## src/rtl/fetch_unit_if.sv

```systemverilog
// Fetch unit bus bundle: memory read port, decoder valid/ready channel and redirect inputs.
// The master modport is the fetch unit. The slave modport is the memory/decoder side.
interface fetch_unit_if #(
    parameter int ADDR_W = 4,
    parameter int NIB_W  = 4
);
    logic                run;
    logic [ADDR_W-1:0]   mem_addr;
    logic                mem_rw;
    logic [NIB_W-1:0]    mem_rdata;
    logic [2*NIB_W-1:0]  instr;
    logic [ADDR_W-1:0]   instr_pc;
    logic                instr_valid;
    logic                instr_ready;
    logic                jump_valid;
    logic [ADDR_W-1:0]   jump_addr;

    modport master (
        input  run, mem_rdata, instr_ready, jump_valid, jump_addr,
        output mem_addr, mem_rw, instr, instr_pc, instr_valid
    );

    modport slave (
        output run, mem_rdata, instr_ready, jump_valid, jump_addr,
        input  mem_addr, mem_rw, instr, instr_pc, instr_valid
    );
endinterface

```

## src/rtl/fetch_unit.sv

```systemverilog
// Instruction fetch sequencer: reads two nibbles (PC, PC+1) from a 1-cycle-latency memory,
// assembles {hi, lo} and offers it on valid/ready. A jump redirects the PC from any state.
module fetch_unit #(
    parameter int                ADDR_W   = 4,
    parameter int                NIB_W    = 4,
    parameter logic [ADDR_W-1:0] RESET_PC = '0
) (
    input  logic          clk,
    input  logic          reset,
    fetch_unit_if.master  bus
);
    typedef enum logic [1:0] {S_ADDR_HI, S_CAP_HI, S_CAP_LO, S_HOLD} state_t;

    state_t              r_state, w_next;
    logic [ADDR_W-1:0]   r_pc, r_instr_pc;
    logic [NIB_W-1:0]    r_hi;
    logic [2*NIB_W-1:0]  r_instr;
    logic                r_valid;

    always_ff @(posedge clk or negedge reset) begin
        if (!reset) r_state <= S_ADDR_HI;
        else        r_state <= w_next;
    end

    always_comb begin
        w_next = r_state;
        case (r_state)
            S_ADDR_HI: if (bus.run) w_next = S_CAP_HI;
            S_CAP_HI:  w_next = S_CAP_LO;
            S_CAP_LO:  w_next = S_HOLD;
            S_HOLD:    if (bus.instr_ready) w_next = S_ADDR_HI;
            default:   w_next = S_ADDR_HI;
        endcase
        // A redirect overrides every other transition, including a same-cycle accept.
        if (bus.jump_valid) w_next = S_ADDR_HI;
    end

    always_ff @(posedge clk or negedge reset) begin
        if (!reset) begin
            r_pc       <= RESET_PC;
            r_hi       <= '0;
            r_instr    <= '0;
            r_instr_pc <= RESET_PC;
            r_valid    <= 1'b0;
        end else if (bus.jump_valid) begin
            r_pc    <= bus.jump_addr;
            r_valid <= 1'b0;
        end else begin
            case (r_state)
                S_CAP_HI: r_hi <= bus.mem_rdata;
                S_CAP_LO: begin
                    r_instr    <= {r_hi, bus.mem_rdata};
                    r_instr_pc <= r_pc;
                    r_valid    <= 1'b1;
                end
                S_HOLD: if (bus.instr_ready) begin
                    r_pc    <= r_pc + ADDR_W'(2);
                    r_valid <= 1'b0;
                end
                default: ;
            endcase
        end
    end

    // The low-nibble address goes out while the high nibble is being captured.
    assign bus.mem_addr    = (r_state == S_CAP_HI) ? r_pc + ADDR_W'(1) : r_pc;
    assign bus.mem_rw      = 1'b1;
    assign bus.instr       = r_instr;
    assign bus.instr_pc    = r_instr_pc;
    assign bus.instr_valid = r_valid;
endmodule

```

## src/flat_wrapper.sv

```systemverilog
// flat-port wrapper written by rule: the top's interface ports become plain ports
module fetch_unit_flat 
#(
    parameter int                ADDR_W   = 4,
    parameter int                NIB_W    = 4,
    parameter logic [ADDR_W-1:0] RESET_PC = '0
)
  (clk, reset, bus_run, bus_mem_rdata, bus_instr_ready, bus_jump_valid, bus_jump_addr, bus_mem_addr, bus_mem_rw, bus_instr, bus_instr_pc, bus_instr_valid);
  fetch_unit_if #(.ADDR_W(ADDR_W), .NIB_W(NIB_W)) bus_i ();
  input  logic clk;
  input  logic reset;
  input wire logic [$bits(bus_i.run)-1:0] bus_run;
  input wire logic [$bits(bus_i.mem_rdata)-1:0] bus_mem_rdata;
  input wire logic [$bits(bus_i.instr_ready)-1:0] bus_instr_ready;
  input wire logic [$bits(bus_i.jump_valid)-1:0] bus_jump_valid;
  input wire logic [$bits(bus_i.jump_addr)-1:0] bus_jump_addr;
  output wire logic [$bits(bus_i.mem_addr)-1:0] bus_mem_addr;
  output wire logic [$bits(bus_i.mem_rw)-1:0] bus_mem_rw;
  output wire logic [$bits(bus_i.instr)-1:0] bus_instr;
  output wire logic [$bits(bus_i.instr_pc)-1:0] bus_instr_pc;
  output wire logic [$bits(bus_i.instr_valid)-1:0] bus_instr_valid;
  assign bus_i.run = bus_run;
  assign bus_i.mem_rdata = bus_mem_rdata;
  assign bus_i.instr_ready = bus_instr_ready;
  assign bus_i.jump_valid = bus_jump_valid;
  assign bus_i.jump_addr = bus_jump_addr;
  assign bus_mem_addr = bus_i.mem_addr;
  assign bus_mem_rw = bus_i.mem_rw;
  assign bus_instr = bus_i.instr;
  assign bus_instr_pc = bus_i.instr_pc;
  assign bus_instr_valid = bus_i.instr_valid;
  fetch_unit #(.ADDR_W(ADDR_W), .NIB_W(NIB_W), .RESET_PC(RESET_PC)) u_core (.clk(clk), .reset(reset), .bus(bus_i));
endmodule
```

## config.mk

```make
export PLATFORM = sky130hd
export DESIGN_NAME = fetch_unit_flat
export DESIGN_NICKNAME = d
export VERILOG_FILES = /design/src/rtl/fetch_unit_if.sv /design/src/rtl/fetch_unit.sv /design/src/flat_wrapper.sv
export SDC_FILE = /design/constraint.sdc
export NUM_CORES = 1
export LEC_CHECK = 0
export BUFFER_PORTS_ARGS = -buffer_cell sky130_fd_sc_hd__buf_4
export CAP_MARGIN = 15
export CORE_UTILIZATION = 50
export CTS_CLUSTER_DIAMETER = 100
export DETAILED_ROUTE_END_ITERATION = 6
export PLACE_DENSITY = 0.88
export SETUP_SLACK_MARGIN = 0.2
export SLEW_MARGIN = 10
export SYNTH_ARGS = -nofsm -noshare
export SYNTH_HDL_FRONTEND = slang
export SYNTH_SLANG_ARGS = --single-unit
```

## constraint.sdc

```tcl
create_clock -name clk -period 1.7 [get_ports clk]
set_input_delay 0.085 -clock clk [delete_from_list [all_inputs] [get_ports clk]]
set_output_delay 0.085 -clock clk [all_outputs]
set_load 0.005 [all_outputs]
```

After elaboration in Yosys (flattened, before gate mapping)

Cells that the tools add are included.

Input bits: 13
Register bits: 23
Logic and storage cells: 34
Output and inout port bits: 18

Add/sub/neg operators: 2
Muxes and demuxes: 11
Equal/unequal tests: 5
Bitwise operators: 1
Reduce and logical (&&, ||, !) cells: 9

Operators by type and width:

| operator                                       | count |
|---|---|
| 2-to-1 mux 4 bit                               | 4 |
| AND reduction 2 bit                            | 5 |
| one-hot mux 2 bit (4 select lines)             | 1 |
| 2-to-1 mux 2 bit                               | 3 |
| != test 3 bit (second input constant)          | 2 |
| adder 4 x 1 -> 4 bit (second input constant)   | 1 |
| adder 4 x 2 -> 4 bit (second input constant)   | 1 |
| == test 2 bit (second input constant)          | 2 |
| nonzero test 2 bit                             | 2 |
| nonzero test 3 bit                             | 1 |
| == test 2 x 1 -> 1 bit (second input constant) | 1 |
| zero test 2 bit                                | 1 |
| 2-to-1 mux 1 bit                               | 2 |
| one-hot mux 1 bit (2 select lines)             | 1 |
| inverter 1 bit                                 | 1 |

Longest topological paths before layout

Gate-level depths: netlist of the first run.

Word-level depth: 4
Depth in mapped cells: 5
Depth with buffers taken out: 5

Least setup slack after synthesis of the first run

No wires, ideal clock.

Path kind: register to register
Start point: reg u_core.r_state[1]
End point: reg u_core.r_hi[0]
Required time: 1575 ps
Stages on the path, launching flop included: 5
Arrival time: 1236 ps
Path buffers: 0
Setup time: 125 ps
Clock period less this slack: 1361 ps
Slack: 339 ps
Path through: dfrtp_1 -> inv_1 -> ha_1 -> and2b_1 -> mux2_2

Word-level cells in the longest chain between the ends: 2

Ends and longest elaborated chain:

| what                                 | line             | text |
|---|---|---|
| from (decl)                          | fetch_unit.sv:14 | `state_t r_state, w_next;` |
| from (signal assigned)               | fetch_unit.sv:22 | `else r_state <= w_next;` |
| == test 2 x 1 -> 1 bit               | fetch_unit.sv:49 | `case (r_state)` |
| AND reduction 2 bit (no source line) | -                |  |
| to (signal assigned)                 | fetch_unit.sv:50 | `S_CAP_HI: r_hi <= bus.mem_rdata;` |
| to (decl)                            | fetch_unit.sv:16 | `logic [NIB_W-1:0] r_hi;` |

Every way passes these cells.
A chain may end at the register's enable or synchronous reset.

Worst setup path after layout of the first run

Start point: reg u_core.r_state[1]
End point: reg u_core.r_state[1]

Word-level cells in the longest chain between the ends: 3
Elaborated cells between the ends (all ways): 9
Classes of those cells: eq/ne (5); mux (2); reduce/logical (2)

Ends and longest elaborated chain:

| what                                                                | line             | text |
|---|---|---|
| == test 2 bit, or another cell as far along                         | fetch_unit.sv:27 | `case (r_state)` |
| one-hot mux 2 bit (4 select lines) or != test 3 bit (tied branches) | -                |  |
| 2-to-1 mux 2 bit or AND reduction 2 bit (tied branches)             | -                |  |

Several ways; a longest one is shown, not always the timed one.

==> results of run 1 <==
==> per-stage QoR <==
step                      cells  util, %  setup slack [ns]
after global placement      136     65.7             0.287
after floorplan              83        -             0.339
final                       151     74.6             0.213
after detailed placement    136     65.7             0.198
after global routing        151     74.6             0.160
after CTS                   148     72.0             0.180
==> Yosys cell counts, types with 2 or more instances <==
library cell / instances / area [sq um]
dfrtp_1: 23 / 576
mux2_2: 17 / 191
ha_1: 7 / 87.6
nand2_1: 5 / 18.8
o21ai_0: 4 / 20.0
xor2_1: 3 / 26.3
inv_1: 2 / 7.51
nand3_1: 2 / 10.0
xnor2_1: 2 / 17.5
==> power by group through the flow <==
stage / sequential, mW / clock, mW / combinational [mW]
5_1_grt: 0.960 / 0.282 / 1.19
3_3_place_gp: 0.920 / 0 / 0.875
3_5_place_dp: 0.934 / 0 / 0.915
6_report: 0.930 / 0.250 / 1.11
2_1_floorplan: 0.920 / 0 / 0.507
4_1_cts: 0.924 / 0.256 / 1.01
==> worst max-delay path, stage by stage, from the launching register on <==
cell,delay (ns)
dfrtp_1,0.41
buf_4,0.15
ha_2,0.19
nor2b_4,0.14
or3b_4,0.39
a21oi_2,0.15
==> cells in the final DEF (no fill, tap or decap), types with 3 or more instances in the layout <==
master	n
xor2_1	3
o21ai_0	4
dfrtp_1	21
dlygate4sd3_1	5
mux2_2	16
ha_2	3
nand2_1	5
buf_4	33
clkbuf_4	3
==> worst max path at each step <==
| stage | startpoint | end | depth (start not counted) |
|---|---|---|---|
| finish | u_core.r_state[1] | u_core.r_state[1] | 5 |
| global route | u_core.r_state[1] | bus_mem_addr[1] | 4 |
| CTS | u_core.r_state[0] | u_core.r_state[1] | 5 |
| detailed placement | u_core.r_state[1] | u_core.r_hi[2] | 4 |
| global placement | u_core.r_state[1] | u_core.r_hi[3] | 4 |
| floorplan | u_core.r_state[1] | u_core.r_hi[0] | 4 |
==> registers in the layout, summed over array words and instances (netlist names) <==
| register | count |
|---|---|
| u_core.r_hi | 4 |
| u_core.r_pc | 4 |
| u_core.r_state | 2 |
| u_core.bus.instr_pc | 4 |
| u_core.bus.instr | 8 |
| u_core.bus.instr_valid | 1 |
==> routing by layer <==
metal / GRT usage, % / up-vias / part of all wire [%]
li1: - / 367 / -
met1: 23.4 / 365 / 43
met2: 34.0 / 20 / 53
met3: 3.43 / 2 / 3.5
met4: 7.35 / 0 / 0.60
met5: 0 / - / 0
==> what timing repair did <==
item | 4_1_cts | 5_1_grt
endpoints found under the setup margin | 8 | 17
endpoints found under the hold margin | 26 | 1
resized for setup | 6 | 10
pin swaps | 0 | 2
hold buffers | 4 | 1
gates cloned | 0 | 1
buffers inserted | 4 | 1
==> layout make-up <==
class	count	area, sq um	share of cell area (%)
well taps	27	33.8	2.24
clock buffers	3	22.5	1.49
repair buffers	39	309	20.5
multi-input cells	56	553	36.6
flip-flops and latches	23	578	38.3
inverters	2	7.51	0.498
clock inverters	1	5.00	0.332
==> kinds of logic (layout without fill, tap and decap cells) <==
group,count (synthesis),after routing,share of synthesized area [%]
other,1,1,0.341
xor gates and xnor gates,5,5,3.98
and+or+nand+nor,15,16,8.76
buffers and inverters,5,45,2.84
muxes,19,19,19.3
adders and majority gates,7,7,7.96
AOI/OAI and AO/OA,8,8,4.44
DFF,23,23,52.3
==> impl_metrics.yaml, run 1 <==
setup_path:
  cp-start-kind: "flop"
  r2r-start: "u_core.r_state[1]"
  critPathCaptureType: "flop"
  r2r_slack_ns: 0.21
  worstPathRequired_ns: 1.94
  cp_max_fo: 4
  reg2reg_depth: 5
  timing.rr.end: "u_core.r_state[1]"
  arrival_ns: 1.73
  critPathKind: "reg2reg"
clock_network:
  cts_tree: "built"
  cts.clk_slew.worst_paths_ns: 0.13
  clkSinkCount: 23
  cts-root-buf: "clkbuf_4"
  clk-insertion-delay-late_ns: 0.31
  cts_buffers: 3
  cts_max_level: 1
  cts_max_path_buffers: 2
timing:
  final_max_slew_viol_count: 0
  tns_ns: 0
  hold_viol: 0
  finalClockSkew_ns: 0.00367
  setup_violations: 0
  fmax_mhz: 672
  finalCritPeriodShare_pct: 87.5
  rsz0062_at_grt: "yes"
  hold-worst-slack_ns: 0.0111
  finalCriticalPeriod_ns: 1.49
route:
  drtPass1Iterations: 4
  vias: 754
  dr.first_iter.drc_count: 5
  vias_per_cell: 4.99
  wirelength_microns: 2170
  drc: 0
  ant_nets: 0
  wire_per_inst_microns: 14.4
flow_run:
  drv_cap: 0
layout:
  final_area_sq_um: 1510
  diodes: 0
  fillers: 130
  drive_gt1_share_pct: 56.5
  area_delta_synth_final_pct: 37.2
  final_nets: 145
placed_design:
  finalWeightedCongestion: 0.782
  numPortBuffers: 29
  post_dp_cell_area_sq_um: 1330
  hpwlAfterDp_microns: 1470
power_and_ir_drop:
  combinationalPowerShare_pct: 48.4
  p_seq_share_pct: 40.7
  p_sw_share_pct: 31.3
  vdd_drop_max_mv: 1.16
  leakagePower_nw: 0.708
  internal_power_mw: 1.57
  p_per_area_nw_per_um2: 1510
  p_clk_share_pct: 10.9
  switchingPower_mw: 0.716
  totalPowerFinal_mw: 2.29
yosys:
  ys.flop_type: "dfrtp_1"
  synth-async-reset-ratio_pct: 100
  syn_nets: 103
  synthCells: 83
  ys_warn_count: 0
  ys_seq_area_share_pct: 52.3
  synth.distinct_cells: 27
  netlist_area_sq_um: 1100
  synth_edf_count: 0
  synth_seq_cells: 23
  synth.avg_cell_area_sq_um: 13.3
grt:
  grt_max_degree: 24
  grt_pass1_wl_microns: 3460
  grt_overflow: 0
  grt_pass1_vias: 777
  antenna_found_initial: 0
  track_usage_pct: 19.3
worst_hold_path:
  min-delay-start: "bus_mem_rdata[3]"
  worstHoldPathType: "in2reg"
  min_to: "u_core.r_hi[3]"
  min_path_cells: 2
floorplanning:
  start_util_pct: 54.4
  dieArea_sq_um: 2390
  core-area_sq_um: 2020
  rows: 16
  ios: 31
  die-height_microns: 48.9
  die_w_microns: 48.9
run_status:
  outcome: "finished, final reports clean"
(Power assumes the default switching activity.)
==> run 2: changes to the inputs <==
CORE_MARGIN = 2   (was unset)
PLACE_DENSITY = 0.89   (was 0.88)
==> impl_metrics.yaml, run 2 (same netlist as run 1, synthesis figures left out) <==
floorplanning:
  ios: 31
  die-height_microns: 50.9
  dieArea_sq_um: 2590
  rows: 16
  die_w_microns: 50.9
  start_util_pct: 54.4
  core-area_sq_um: 2020
setup_path:
  reg2reg_depth: 4
  cp-start-kind: "flop"
  timing.rr.end: "u_core.bus.instr_pc[1]"
  critPathCaptureType: "primary output"
  critPathKind: "reg2out"
  cp_max_fo: 4
  slowest_stage: "dfrtp_1"
  worstPathRequired_ns: 1.62
  r2r-start: "u_core.r_state[1]"
  critPathMaxStageDelay_ns: 0.42
  arrival_ns: 1.41
  worstPathCellList: "inv_2, ha_4, nand3_2, xnor2_2, buf_4"
  r2r_slack_ns: 0.22
grt:
  grt_pass1_vias: 847
  antenna_found_initial: 0
  grt_overflow: 0
  track_usage_pct: 19.9
  grt_pass1_wl_microns: 3790
  grt_max_degree: 24
clock_network:
  clk-insertion-delay-late_ns: 0.32
  cts_tree: "built"
  cts_buffers: 3
  cts_max_path_buffers: 2
  cts-root-buf: "clkbuf_4"
  cts.clk_slew.worst_paths_ns: 0.12
  clkSinkCount: 23
  cts_max_level: 1
power_and_ir_drop:
  totalPowerFinal_mw: 2.32
  vdd_drop_max_mv: 1.02
  leakagePower_nw: 0.733
  p_per_area_nw_per_um2: 1490
layout:
  utilization_pct: 77.0
  drive_gt1_share_pct: 55.5
  final_common_cell: "buf_4"
  largest_register_ffs: 8
  diodes: 0
  mostFrequentLayoutCells: "buf_4 (33), dfrtp_1 (21), mux2_2 (16)"
  final_nets: 149
  area_delta_synth_final_pct: 41.5
  final_area_sq_um: 1560
  final_cells: 155
timing:
  tns_ns: 0
  hold_viol: 0
  finalClockSkew_ns: 0.000656
  setup_violations: 0
  fmax_mhz: 671
  finalCriticalPeriod_ns: 1.49
  rsz0062_at_grt: "yes"
  final_max_slew_viol_count: 0
  hold-worst-slack_ns: 0.0101
  finalCritPeriodShare_pct: 87.7
  layout_setup_ws_ns: 0.209
run_status:
  outcome: "finished, final reports clean"
placed_design:
  numPortBuffers: 29
  dp_cells: 136
  finalWeightedCongestion: 0.712
  place_ws_ns: 0.219
  post_dp_cell_area_sq_um: 1330
  hpwlAfterDp_microns: 1470
route:
  wire_per_inst_microns: 16.0
  drtPass1Iterations: 4
  drc: 0
  dr.first_iter.drc_count: 9
  vias: 797
  wirelength_microns: 2480
  ant_nets: 0
  vias_per_cell: 5.14
flow_run:
  drv_cap: 0
worst_hold_path:
  min_to: "u_core.r_hi[3]"
  min-delay-start: "bus_mem_rdata[3]"
  min_path_cells: 2
  worstHoldPathType: "in2reg"
run 2: changes by cell type in the layout (fill, tap and decap cells not counted), sizes merged:
cell         change
dlygate4sd3      +4
buf              +1
nand2b           -1
run 2: worst max path at each step:
stage | start | endpoint | slack (ns) | cells after the start
floorplan | u_core.r_state[1] | u_core.r_hi[0] | 0.34 | 4
global route | u_core.r_pc[2] | bus_mem_addr[3] | 0.16 | 4
detailed placement | u_core.r_state[1] | u_core.r_hi[3] | 0.22 | 4
global placement | u_core.r_state[1] | u_core.r_hi[3] | 0.29 | 4
finish | u_core.r_state[1] | bus_mem_addr[3] | 0.21 | 5
CTS | u_core.r_state[0] | u_core.bus.instr[3] | 0.19 | 4
run 2: power breakdown:
group | internal, mW | switching (mW)
sequential | 0.783 | 0.150
combinational | 0.709 | 0.417
clock | 0.0883 | 0.170
run 2: worst max-delay path: cells and delay by family (launching register included):
kind                       cells  cell delay, ns
xor gates and xnor gates       1            0.19
adders and majority gates      1            0.16
buffers and inverters          2            0.23
DFF                            1            0.42
and+or+nand+nor                1            0.09
run 2: repair_timing:
item / in CTS / in global routing
hold endpoints to repair: 31 / 1
endpoints found under the setup margin: 5 / 17
pin swaps: 0 / 3
hold buffers: 8 / 1
gates resized for setup: 5 / 12
setup buffers: 5 / 1
run 2: routing by layer:
metal	up-vias	global-route usage, %	wire (microns)
li1	370	-	-
met1	399	22.5	939
met2	23	37.0	1400
met3	5	2.92	93
met4	0	8.11	38
met5	-	0	0
run 2: final cells by class:
type	count	area (sq um)
flip-flops and latches	23	578
clock inverters	1	5.00
multi-input cells	55	549
well taps	27	33.8
inverters	2	7.51
fillers	126	465
clock buffers	3	22.5
repair buffers	44	360
